$ cat src/rtl/gray_tick_ctrl.sv
// gray_tick_ctrl: run/stop/step controller for the gray-code second counter.
// Owns the tick prescaler, the binary count and the registered gray output.
// A valid/ready port accepts commands, at most one every two cycles.
// Optional feature: define GRAY_TICK_CTRL_ONESHOT_EN to make a running count
// saturate at its end value, pulse o_done and fall back to IDLE.
//
// state  | meaning
// S_IDLE | stopped; only commands change the count
// S_RUN  | prescaler counting, one step per tick
module gray_tick_ctrl #(
  parameter int CLK_FREQ_HZ = 50_000_000,
  parameter int TICK_HZ     = 1,
  parameter int WIDTH       = 4
) (
  input  logic             i_clk,
  input  logic             i_rst,
  input  logic             i_cmd_valid,
  output logic             o_cmd_ready,
  input  logic [2:0]       i_cmd_op,
  input  logic [WIDTH-1:0] i_cmd_data,
  output logic [WIDTH-1:0] o_gray,
  output logic [WIDTH-1:0] o_bin,
  output logic             o_upd,
  output logic             o_wrap,
  output logic             o_running,
  output logic             o_dir,
  output logic             o_done
);

  localparam int TICK_DIV = CLK_FREQ_HZ / TICK_HZ;
  localparam int PW       = $clog2(TICK_DIV);
  localparam logic [PW-1:0]    PRESC_TC = PW'(TICK_DIV - 1);
  localparam logic [WIDTH-1:0] BIN_MAX  = '1;

  localparam logic [2:0] OP_START    = 3'd1;
  localparam logic [2:0] OP_STOP     = 3'd2;
  localparam logic [2:0] OP_STEP     = 3'd3;
  localparam logic [2:0] OP_LOAD     = 3'd4;
  localparam logic [2:0] OP_DIR_UP   = 3'd5;
  localparam logic [2:0] OP_DIR_DOWN = 3'd6;
  localparam logic [2:0] OP_CLEAR    = 3'd7;

  typedef enum logic {S_IDLE = 1'b0, S_RUN = 1'b1} state_t;

  state_t           state_q, state_d;
  logic [PW-1:0]    presc_q, presc_d;
  logic [WIDTH-1:0] bin_q, bin_d;
  logic [WIDTH-1:0] gray_q, gray_d;
  logic             dir_q, dir_d;
  logic             upd_q, upd_d;
  logic             wrap_q, wrap_d;
  logic             running_q, running_d;
  logic             ready_q, ready_d;
  logic             accept, tick, step_en, step_wrap;
  logic [WIDTH-1:0] step_val;

`ifdef GRAY_TICK_CTRL_ONESHOT_EN
  logic done_q, done_d;
`endif

  assign accept = i_cmd_valid & ready_q;
  assign tick   = (state_q == S_RUN) && (presc_q == PRESC_TC);

  // Next-state: prescaler, command decode, tick step and their precedence.
  always_comb begin
    state_d   = state_q;
    presc_d   = '0;
    bin_d     = bin_q;
    dir_d     = dir_q;
    upd_d     = 1'b0;
    wrap_d    = 1'b0;
    ready_d   = ~accept;
    step_en   = tick;
`ifdef GRAY_TICK_CTRL_ONESHOT_EN
    done_d    = 1'b0;
`endif
    if (state_q == S_RUN) begin
      presc_d = tick ? '0 : presc_q + 1'b1;
    end

    step_wrap = dir_q ? (bin_q == BIN_MAX) : (bin_q == '0);
    step_val  = dir_q ? bin_q + 1'b1 : bin_q - 1'b1;

    if (accept) begin
      case (i_cmd_op)
        OP_START: begin
          state_d = S_RUN;
          presc_d = '0;
          step_en = 1'b0;
        end
        OP_STOP: begin
          if (state_q == S_RUN) begin
            state_d = S_IDLE;
            presc_d = '0;
            step_en = 1'b0;
          end
        end
        OP_STEP: begin
          if (state_q == S_IDLE) step_en = 1'b1;
        end
        OP_LOAD: begin
          step_en = 1'b0;
          bin_d   = i_cmd_data;
          upd_d   = 1'b1;
        end
        OP_DIR_UP:   dir_d = 1'b1;
        OP_DIR_DOWN: dir_d = 1'b0;
        OP_CLEAR: begin
          step_en = 1'b0;
          bin_d   = '0;
          presc_d = '0;
          upd_d   = 1'b1;
        end
        default: ;
      endcase
    end

    if (step_en) begin
`ifdef GRAY_TICK_CTRL_ONESHOT_EN
      // A running count stops at its end value instead of wrapping.
      if ((state_q == S_RUN) && step_wrap) begin
        done_d  = 1'b1;
        state_d = S_IDLE;
        presc_d = '0;
      end else begin
        bin_d  = step_val;
        upd_d  = 1'b1;
        wrap_d = step_wrap;
      end
`else
      bin_d  = step_val;
      upd_d  = 1'b1;
      wrap_d = step_wrap;
`endif
    end

    gray_d    = bin_d ^ (bin_d >> 1);
    running_d = (state_d == S_RUN);
  end

  // State and output registers with synchronous reset.
  always_ff @(posedge i_clk) begin
    if (i_rst) begin
      state_q   <= S_IDLE;
      presc_q   <= '0;
      bin_q     <= '0;
      gray_q    <= '0;
      dir_q     <= 1'b1;
      upd_q     <= 1'b0;
      wrap_q    <= 1'b0;
      running_q <= 1'b0;
      ready_q   <= 1'b0;
    end else begin
      state_q   <= state_d;
      presc_q   <= presc_d;
      bin_q     <= bin_d;
      gray_q    <= gray_d;
      dir_q     <= dir_d;
      upd_q     <= upd_d;
      wrap_q    <= wrap_d;
      running_q <= running_d;
      ready_q   <= ready_d;
    end
  end

`ifdef GRAY_TICK_CTRL_ONESHOT_EN
  // Terminal pulse register for the one-shot mode.
  always_ff @(posedge i_clk) begin
    if (i_rst) done_q <= 1'b0;
    else       done_q <= done_d;
  end
  assign o_done = done_q;
`else
  assign o_done = 1'b0;
`endif

  assign o_cmd_ready = ready_q;
  assign o_gray      = gray_q;
  assign o_bin       = bin_q;
  assign o_upd       = upd_q;
  assign o_wrap      = wrap_q;
  assign o_running   = running_q;
  assign o_dir       = dir_q;

endmodule

$ cat config.mk
export PLATFORM = sky130hd
export DESIGN_NAME = gray_tick_ctrl
export DESIGN_NICKNAME = d
export VERILOG_FILES = /design/src/rtl/gray_tick_ctrl.sv
export SDC_FILE = /design/constraint.sdc
export NUM_CORES = 1
export LEC_CHECK = 0
export CAP_MARGIN = 30
export CORE_UTILIZATION = 50
export CTS_CLUSTER_DIAMETER = 60
export CTS_CLUSTER_SIZE = 14
export DETAILED_ROUTE_END_ITERATION = 8
export GPL_TIMING_DRIVEN = 0
export PLACE_DENSITY_LB_ADDON = 0.05
export SETUP_SLACK_MARGIN = 0.2
export SKIP_CTS_REPAIR_TIMING = 1
export SLEW_MARGIN = 10
export SYNTH_ARGS = -nofsm -noshare
export SYNTH_HDL_FRONTEND = slang
export SYNTH_SLANG_ARGS = --single-unit
$ cat constraint.sdc
create_clock -name i_clk -period 1.7 [get_ports i_clk]
set_clock_uncertainty 0.15 [all_clocks]
set_input_delay 0.17 -clock i_clk [delete_from_list [all_inputs] [get_ports i_clk]]
set_output_delay 0.17 -clock i_clk [all_outputs]
set_load 0.01 [all_outputs]
* Word-level counts from Yosys, hierarchy flattened
Cells that the tools add are included.
** Word-level totals
- Register bits after elaboration :: 39
- Input port bits :: 10
- Output and inout bits :: 14
- Word-level logic and storage cells :: 53
** Cells by class
- Add/sub/neg operators :: 3
- Equality and inequality tests :: 9
- Mux-type cells :: 19
- Bitwise operators :: 4
- Reductions and logical operators :: 10
** Operators by type and width (count)
- 2-to-1 mux 26 bit :: 4
- one-hot mux 26 bit (2 select lines) :: 1
- adder 26 x 1 -> 26 bit (second input constant) :: 1
- == test 26 bit (second input constant) :: 1
- == test 3 bit (second input constant) :: 4
- 2-to-1 mux 4 bit :: 3
- one-hot mux 4 bit (2 select lines) :: 1
- 2-to-1 mux 1 bit :: 7
- == test 3 x 2 -> 1 bit (second input constant) :: 2
- OR reduction 2 bit :: 3
- adder 4 x 1 -> 4 bit (second input constant) :: 1
- == test 4 bit (second input constant) :: 1
- zero test 4 bit :: 1
- one-hot mux 1 bit (2 select lines) :: 2
- AND reduction 2 bit :: 2
- nonzero test 2 bit :: 2
- subtractor 4 x 1 -> 4 bit (second input constant) :: 1
- bitwise XOR 4 x 3 -> 4 bit :: 1
- == test 3 x 1 -> 1 bit (second input constant) :: 1
- one-hot mux 1 bit (3 select lines) :: 1
- OR reduction 3 bit :: 1
- inverter 1 bit :: 2
- AND 1 bit :: 1
- logical AND 1 bit :: 1

* Longest topological paths before layout
- Depth in word-level cells :: 7
- Depth in mapped cells :: 7
- Mapped depth without buffers :: 7

* Least setup slack after synthesis
OpenSTA, ideal clock, no wires.
- Path type :: reg-to-reg
- From :: reg bin_q[0] (netlist: o_bin[0])
- To :: reg bin_q[2] (netlist: o_bin[2])
- Arrival :: 1.740 ns
- Data required time :: 1.429 ns
- Setup slack :: -0.312 ns
- Stages on the path, launching flop included :: 7
- Buffers on the path :: 1
- Period minus slack after synthesis :: 2.012 ns
- Cells stage by stage :: dfxtp_1 > clkbuf_1 > inv_1 > fa_1 > xor2_1 > nor2_1 > mux2_4
** Between the ends
- Longest elaborated chain between the ends :: 3
- Elaborated cells on any way between the ends :: 4
- Those cells by class :: add/sub (2); mux (2)
** Ends and longest elaborated chain
- from (decl) :: RTL line 47 : logic [WIDTH-1:0] bin_q, bin_d;
- from (signal assigned) :: RTL line 156 : bin_q <= bin_d;
- subtractor 4 x 1 -> 4 bit or adder 4 x 1 -> 4 bit (tied branches) :: RTL line 82 : step_val = dir_q ? bin_q + 1'b1 : bin_q - 1'b1;
- 2-to-1 mux 4 bit * :: RTL line 82
- 2-to-1 mux 4 bit * :: RTL line 118 : if (step_en) begin
Mark *: on every way between the ends. The rest lies on a longest branch, timed or not.
A chain may end at the register's enable or synchronous reset.

* Worst setup path in the final report
- From :: reg presc_q[10]
- To :: reg bin_q[2] (netlist: o_bin[2])
** Between the ends
- Longest elaborated chain between the ends :: 6
- Elaborated cells on any way between the ends :: 7
- Those cells by class :: eq/ne (1); mux (5); reduce/logical (1)
** Ends and longest elaborated chain
- from (decl) :: RTL line 46 : logic [PW-1:0] presc_q, presc_d;
- from (signal assigned) :: RTL line 155 : presc_q <= presc_d;
- == test 26 bit * :: RTL line 62 : assign tick = (state_q == S_RUN) && (presc_q == PRESC_TC);
- logical AND 1 bit * :: RTL line 62
- 2-to-1 mux 1 bit, on equally long branches :: RTL line 99, 92
- one-hot mux 1 bit (3 select lines) :: RTL line 85 : case (i_cmd_op)
- 2-to-1 mux 1 bit * :: RTL line 84 : if (accept) begin
- 2-to-1 mux 4 bit * :: RTL line 118
Marks and branches as above.

==> metrics.txt <==
cell area after synthesis 0.00210 sq mm; worst vdd rail ir drop about 0.5 mV; total global routing track utilization 22.7%; number of rows in the core area 23; sw power 0.462 mW; crit share post-route 110%; net count after synthesis 267; level count of the clock H-tree 2; clock network latency to the later pin of the worst-skew pair roughly 0.29 ns; async set or reset register ratio after synthesis 0%; violated checks negative hold slack, negative setup slack; final hold viol count 1; Logic pwr share between 10% and 20%; run status finished, violations left; starting DRC count in detailed routing 143; first-pass iteration count of the detailed router 4; synthesis warning total 0; I/O pin cnt 24; Avg Vias per Cell 5.58; diode count 0; area growth from synthesis to layout 35.6%; worst-case reg-to-reg path depth 5; gp weighted congestion approximately 0.9; wire length of the first global-routing pass roughly 7.6 mm; relative contribution of sequential cells to total power between 40% and 50%; number of maximum-capacitance constraint violations 0; startpoint type of the worst setup path flop; detailed placer's ending HPWL 3.30 mm; cell with the most instances after synthesis sky130_fd_sc_hd__nor2_1; Inserted Clock Buffers 5; CP max stage delay 0.35 ns; dominant synthesized flop cell sky130_fd_sc_hd__dfxtp_1; count of cells along the worst hold path 3; cell chain of the critical path nor4_1 -> and4_1 -> o2111a_2 -> nor2_4 -> mux2_4; via total after detailed routing 1952; final routed wirelength across all metal layers 5.02 mm; floorplan die area ~0.0045 sq mm; PnR Total Power 1.90 mW; fraction of layout instances using a drive strength above 1 24.7%; min cycle time layout ~1.9 ns; number of buffers added on ports 20; Chip Height 66.9 microns; critical path arrival 1.90 ns; power per cell area between 600 and 700 mW/mm^2; unrepaired setup endpoints after global routing true; Worst EP required about 1.7 ns; clock tree sinks 38; synth top area cells sky130_fd_sc_hd__dfxtp_1 (36%), sky130_fd_sc_hd__xnor2_1 (7.9%), sky130_fd_sc_hd__nor2_1 (7.5%); Setup WS post-layout -0.165 ns; gr ovfl total 0; number of buffers between clock root and the deepest sink 2; kind of cell adding the most delay to the critical path simple AND/OR/NAND/NOR gates; cell type with the largest total area after synthesis sky130_fd_sc_hd__dfxtp_1; post-synthesis register bit count 38; area share of the leading cell type in the synthesized netlist 36.1%; post-route ant nets 0; slowest cell on the critical path sky130_fd_sc_hd__dfxtp_1; effective utilization at floorplan 52.2%; number of fill cells 324; Synth cell types 45; maximum clock frequency between 500 and 600 MHz; setup slack, reg-to-reg -0.16 ns; number of enable-type register cells in the synthesized netlist 0; share of total power consumed by net switching 24.3%; part of the total power dissipated in the clock network 40.9%; synthesized area per cell 8.32 sq um; TritonCTS clock tree yes; Final Max Slew Viols 0; final routed wire length divided by cell count between 10 and 15 microns; final count of negative-setup-slack endpoints 34; Core ar. 0.00403 sq mm; root buffer cell sky130_fd_sc_hd__clkbuf_8; worst hold slack after final layout -0.000130 ns; maximum number of pins on one net before global-route repair 14; DRC errors left 0; # nets final 313; share of the yosys chip area belonging to registers 36.1%; worst hold-check path type in2reg; WS Path Type reg2reg; width of the die 66.9 microns; number of stages on the worst setup path 5; Worst Path Buf+Inv 0; vias in the first global route 1636; antenna violations before repair 0; Post-synth top cells sky130_fd_sc_hd__nor2_1 (42), sky130_fd_sc_hd__dfxtp_1 (38), sky130_fd_sc_hd__xnor2_1 (19), sky130_fd_sc_hd__nand2_1 (18), sky130_fd_sc_hd__xor2_1 (15); worst-path maximum fanout 6; cell count after synthesis 253; Pleak 1.15 nW; Critical Path End Type flop; clock slew at the register clock pins of the worst setup and hold paths 0.09 ns; P_int 1.44 mW
[state kept, by name, summed over array words and instances (netlist names)]
signal       flops
presc_q         26
o_bin            4
o_gray           3
o_cmd_ready      1
o_dir            1
o_running        1
o_upd            1
o_wrap           1
[worst register-to-register path, delay by kind of cell (launching register included)]
| kind | cells | cell delay [ns] |
|---|---|---|
| DFF | 1 | 0.35 |
| and+or+nand+nor | 3 | 0.68 |
| AOI/OAI and AO/OA | 1 | 0.28 |
| muxes | 1 | 0.29 |
[metal layers]
metal | GRT usage [%] | up-vias | wire length (microns)
met5 | 0 | - | 0
met1 | 33.3 | 919 | 2510
met4 | 6.38 | 0 | 31
li1 | - | 971 | -
met2 | 32.7 | 58 | 2200
met3 | 5.14 | 4 | 269
[cell type report]
type                       count  area (sq um)  share of cell area, %
timing repair buffer          39           389                   13.6
multi-input combinational    193          1370                   47.9
tap                           50          62.6                   2.19
clock buffer                   5          68.8                   2.41
buffer                        11          95.1                   3.33
inverter                      11          46.3                   1.62
sequential                    38           781                   27.4
clock inverter                 3          43.8                   1.54
[layout by cell type, fill, tap and decap left out, types with 9 or more instances in the layout]
cell / Yosys / layout
sky130_fd_sc_hd__dfxtp_1: 38 / 28
sky130_fd_sc_hd__nor2_1: 42 / 40
sky130_fd_sc_hd__clkdlybuf4s50_1: 0 / 10
sky130_fd_sc_hd__nand3_1: 12 / 11
sky130_fd_sc_hd__nand4_1: 10 / 10
sky130_fd_sc_hd__nand2_1: 18 / 17
sky130_fd_sc_hd__buf_4: 2 / 15
sky130_fd_sc_hd__a21oi_1: 10 / 9
sky130_fd_sc_hd__dlymetal6s2s_1: 0 / 10
sky130_fd_sc_hd__xnor2_1: 19 / 17
sky130_fd_sc_hd__xor2_1: 15 / 14
sky130_fd_sc_hd__o21ai_0: 9 / 9
[cell families (layout without fill, tap and decap cells)]
group	Yosys count	after routing	share of synthesized area, %
adders and majority gates	4	4	2.74
xor gates and xnor gates	34	34	14.2
and+or+nand+nor	115	115	28.4
buffers and inverters	22	69	4.76
muxes	6	6	3.09
AOI/OAI and AO/OA	33	33	10.5
other	1	1	0.178
DFF	38	38	36.1
[stage by stage]
step | setup TNS (ns) | worst slack (ns) | util, % | instances | area [sq um]
CTS | -2.92 | -0.231 | 64.2 | 331 | 2590
global placement | -10.88 | -0.507 | 61.4 | 323 | 2470
floorplan | -0.0105 | -0.0105 | - | 253 | 2210
global route | -5.37 | -0.221 | 70.8 | 350 | 2850
detailed placement | -11.13 | -0.503 | 61.4 | 323 | 2470
finish | -2.70 | -0.165 | 70.8 | 350 | 2850
[final timing paths]
check	endpoint	from
worst max-delay path	o_bin[2]	presc_q[10]
worst min-delay path	o_running	i_cmd_op[0]
worst min register to register	presc_q[0]	presc_q[0]
worst max register to register	o_bin[2]	presc_q[10]
[power groups by stage]
stage | Sequential, mW | Combinational [mW] | Clock [mW]
after CTS | 0.910 | 0.188 | 0.800
after global placement | 0.931 | 0.185 | 0
after global routing | 0.911 | 0.230 | 0.839
after detailed placement | 0.931 | 0.186 | 0
after floorplan | 0.934 | 0.113 | 0
final | 0.909 | 0.215 | 0.778
(Power assumes the default switching activity.)
==> patch (same flow settings) <==
`WIDTH`: 4 -> 6.
--- a/src/rtl/gray_tick_ctrl.sv
+++ b/src/rtl/gray_tick_ctrl.sv
@@ -12,3 +12,3 @@
   parameter int TICK_HZ     = 1,
-  parameter int WIDTH       = 4
+  parameter int WIDTH       = 6
 ) (
Ports: changed (resized i_cmd_data, o_bin and o_gray); port bits go from 24 to 30. The function was not compared with the original's and may differ.
==> patch against the original RTL <==
The run ends with negative setup slack left. Sequential power rose by 9.7%. Via count up 3.5%. Die area increased by 3.6%. Wire length grew 7.1%. Largest cell class unchanged. Total power fell by 1.5%. Worst hold slack improved by 0.031 ns. Final area up 13%. Area after synthesis up 3.7%. Worst setup slack got worse by 0.51 ns. Clock power fell by 12%. Sequential cell count rose by 4.
==> patch: results (changes against the original RTL) <==
.. list-table::
   :header-rows: 1

   * - Metric
     - Value
   * - Peak ir drop on the vdd network
     - 0.434 mV (-14%)
   * - Top area cells in the synthesized netlist
     - sky130_fd_sc_hd__dfxtp_1, sky130_fd_sc_hd__nor2_1, sky130_fd_sc_hd__xor2_1
   * - Worst EP arrival
     - 2.39 ns (+0.49 ns)
   * - Setup Viol. Count Final
     - 39 (+15%)
   * - Final HPWL DP
     - 3.25 mm (-1.6%)
   * - Smallest setup slack after layout
     - -0.670 ns (-0.506 ns)
   * - Gp weighted congestion
     - 0.858 (-3.3%)
   * - Leak Pwr
     - 1.32 nW (+14%)
   * - Wire length of the first global-routing pass
     - 7.00 mm (-7.9%)
   * - Hold path depth
     - 4 (+1)
   * - Port Buffers
     - 25 (+25%)
   * - Count of cell types in the netlist
     - 49 (+8.9%)
   * - Post-Route Hold Slack
     - 0.0313 ns (+0.0314 ns)
   * - Net Count, Synth
     - 278 (+4.1%)
   * - Violations in the final reports
     - negative setup slack
   * - Average routed wire per standard cell
     - 14.6 um (+1.9%)
   * - Worst r2r src
     - presc_q[0]$_SDFF_PP0_
   * - Total track usage
     - 0.205 (-0.0218)
   * - Biggest cell delay along the critical path
     - 0.44 ns (+0.09 ns)
   * - Worst Min Path Start
     - i_cmd_op[1]
   * - Number of detailed-routing iterations run before antenna repair
     - 5 (+1)
   * - Register-to-Register Path Depth
     - 9 (+4)
   * - Top cell types by occurrence after synthesis
     - sky130_fd_sc_hd__nor2_1, sky130_fd_sc_hd__dfxtp_1, sky130_fd_sc_hd__nand2_1
   * - Number of global-route vias before repair
     - 1513 (-7.5%)
   * - Share of cells above drive strength 1
     - 0.355 (+0.109)
   * - Number of fill cells in the layout
     - 280 (-14%)
   * - Worst r2r dst
     - o_gray[4]$_SDFF_PP0_
   * - Maximum fanout count along the critical path
     - 4 (-2)
   * - Result of the run
     - finished with violations
   * - Via/cell ratio
     - 5.49 (-1.6%)
[patch: critical path: cells and delay by family (launching register included)]
family                     cells  cell delay [ns]
AOI/OAI and AO/OA              1             0.44
and+or+nand+nor                5             0.84
DFF                            1             0.38
buffers and inverters          1             0.12
xor gates and xnor gates       1             0.17
adders and majority gates      1             0.15
[patch: through the flow]
step	worst slack (ns)	cell area (um2)	power [W]	std cells	util
final	-0.670	3220	0.00187	368	0.787
after floorplan	-0.505	2290	0.00112	260	-
after global routing	-0.780	3220	0.00194	368	0.787
after CTS	-0.801	2690	0.00186	343	0.659
after detailed placement	-1.10	2600	0.00118	335	0.636
after global placement	-1.10	2600	0.00118	335	0.636
[patch: cell families (layout without fill, tap and decap cells)]
family | Yosys count | count (layout) | share of synthesized area
AND/OR/NAND/NOR | 123 | 123 | 0.291
flip-flops | 42 | 42 | 0.385
AO/OA/AOI/OAI | 41 | 41 | 0.116
XOR/XNOR | 30 | 30 | 0.120
buffers and inverters | 15 | 73 | 0.0367
adder cells (fa/ha/maj) | 6 | 6 | 0.0378
multiplexers | 2 | 2 | 0.0115
other | 1 | 1 | 0.00172
[patch: worst max path at each step]
stage,start,slack [ns],end
2_1_floorplan,presc_q[11]$_SDFF_PP0_,-0.51,o_gray[4]$_SDFF_PP0_
3_3_place_gp,i_cmd_op[0],-1.10,o_gray[2]$_SDFF_PP0_
5_1_grt,o_dir$_SDFFE_PP1P_,-0.78,o_gray[4]$_SDFF_PP0_
4_1_cts,i_cmd_op[0],-0.80,o_gray[2]$_SDFF_PP0_
3_5_place_dp,i_cmd_op[0],-1.10,o_gray[2]$_SDFF_PP0_
6_report,presc_q[0]$_SDFF_PP0_,-0.67,o_gray[4]$_SDFF_PP0_
[patch: cell type report]
type	instances	share of cell area
Clock buffer	6	0.0257
Clock inverter	2	0.00350
Inverter	6	0.00700
Sequential cell	42	0.275
Multi-Input combinational cell	203	0.475
Timing Repair Buffer	50	0.168
Tap cell	50	0.0194
Buffer	9	0.0261
[patch: per-layer routing]
metal / GRT usage / wire length, um / up-vias
met2: 0.287 / 2410 / 61
li1: - / - / 1015
met1: 0.302 / 2610 / 939
met3: 0.0550 / 303 / 5
met4: 0.0625 / 53 / 0
met5: 0 / 0 / -
[patch: power by group]
part / internal, W / leakage, nW / switching, W
registers: 0.000983 / 0.349 / 0.0000140
clock network: 0.000328 / 0.0515 / 0.000355
logic: 0.000103 / 0.916 / 0.0000898
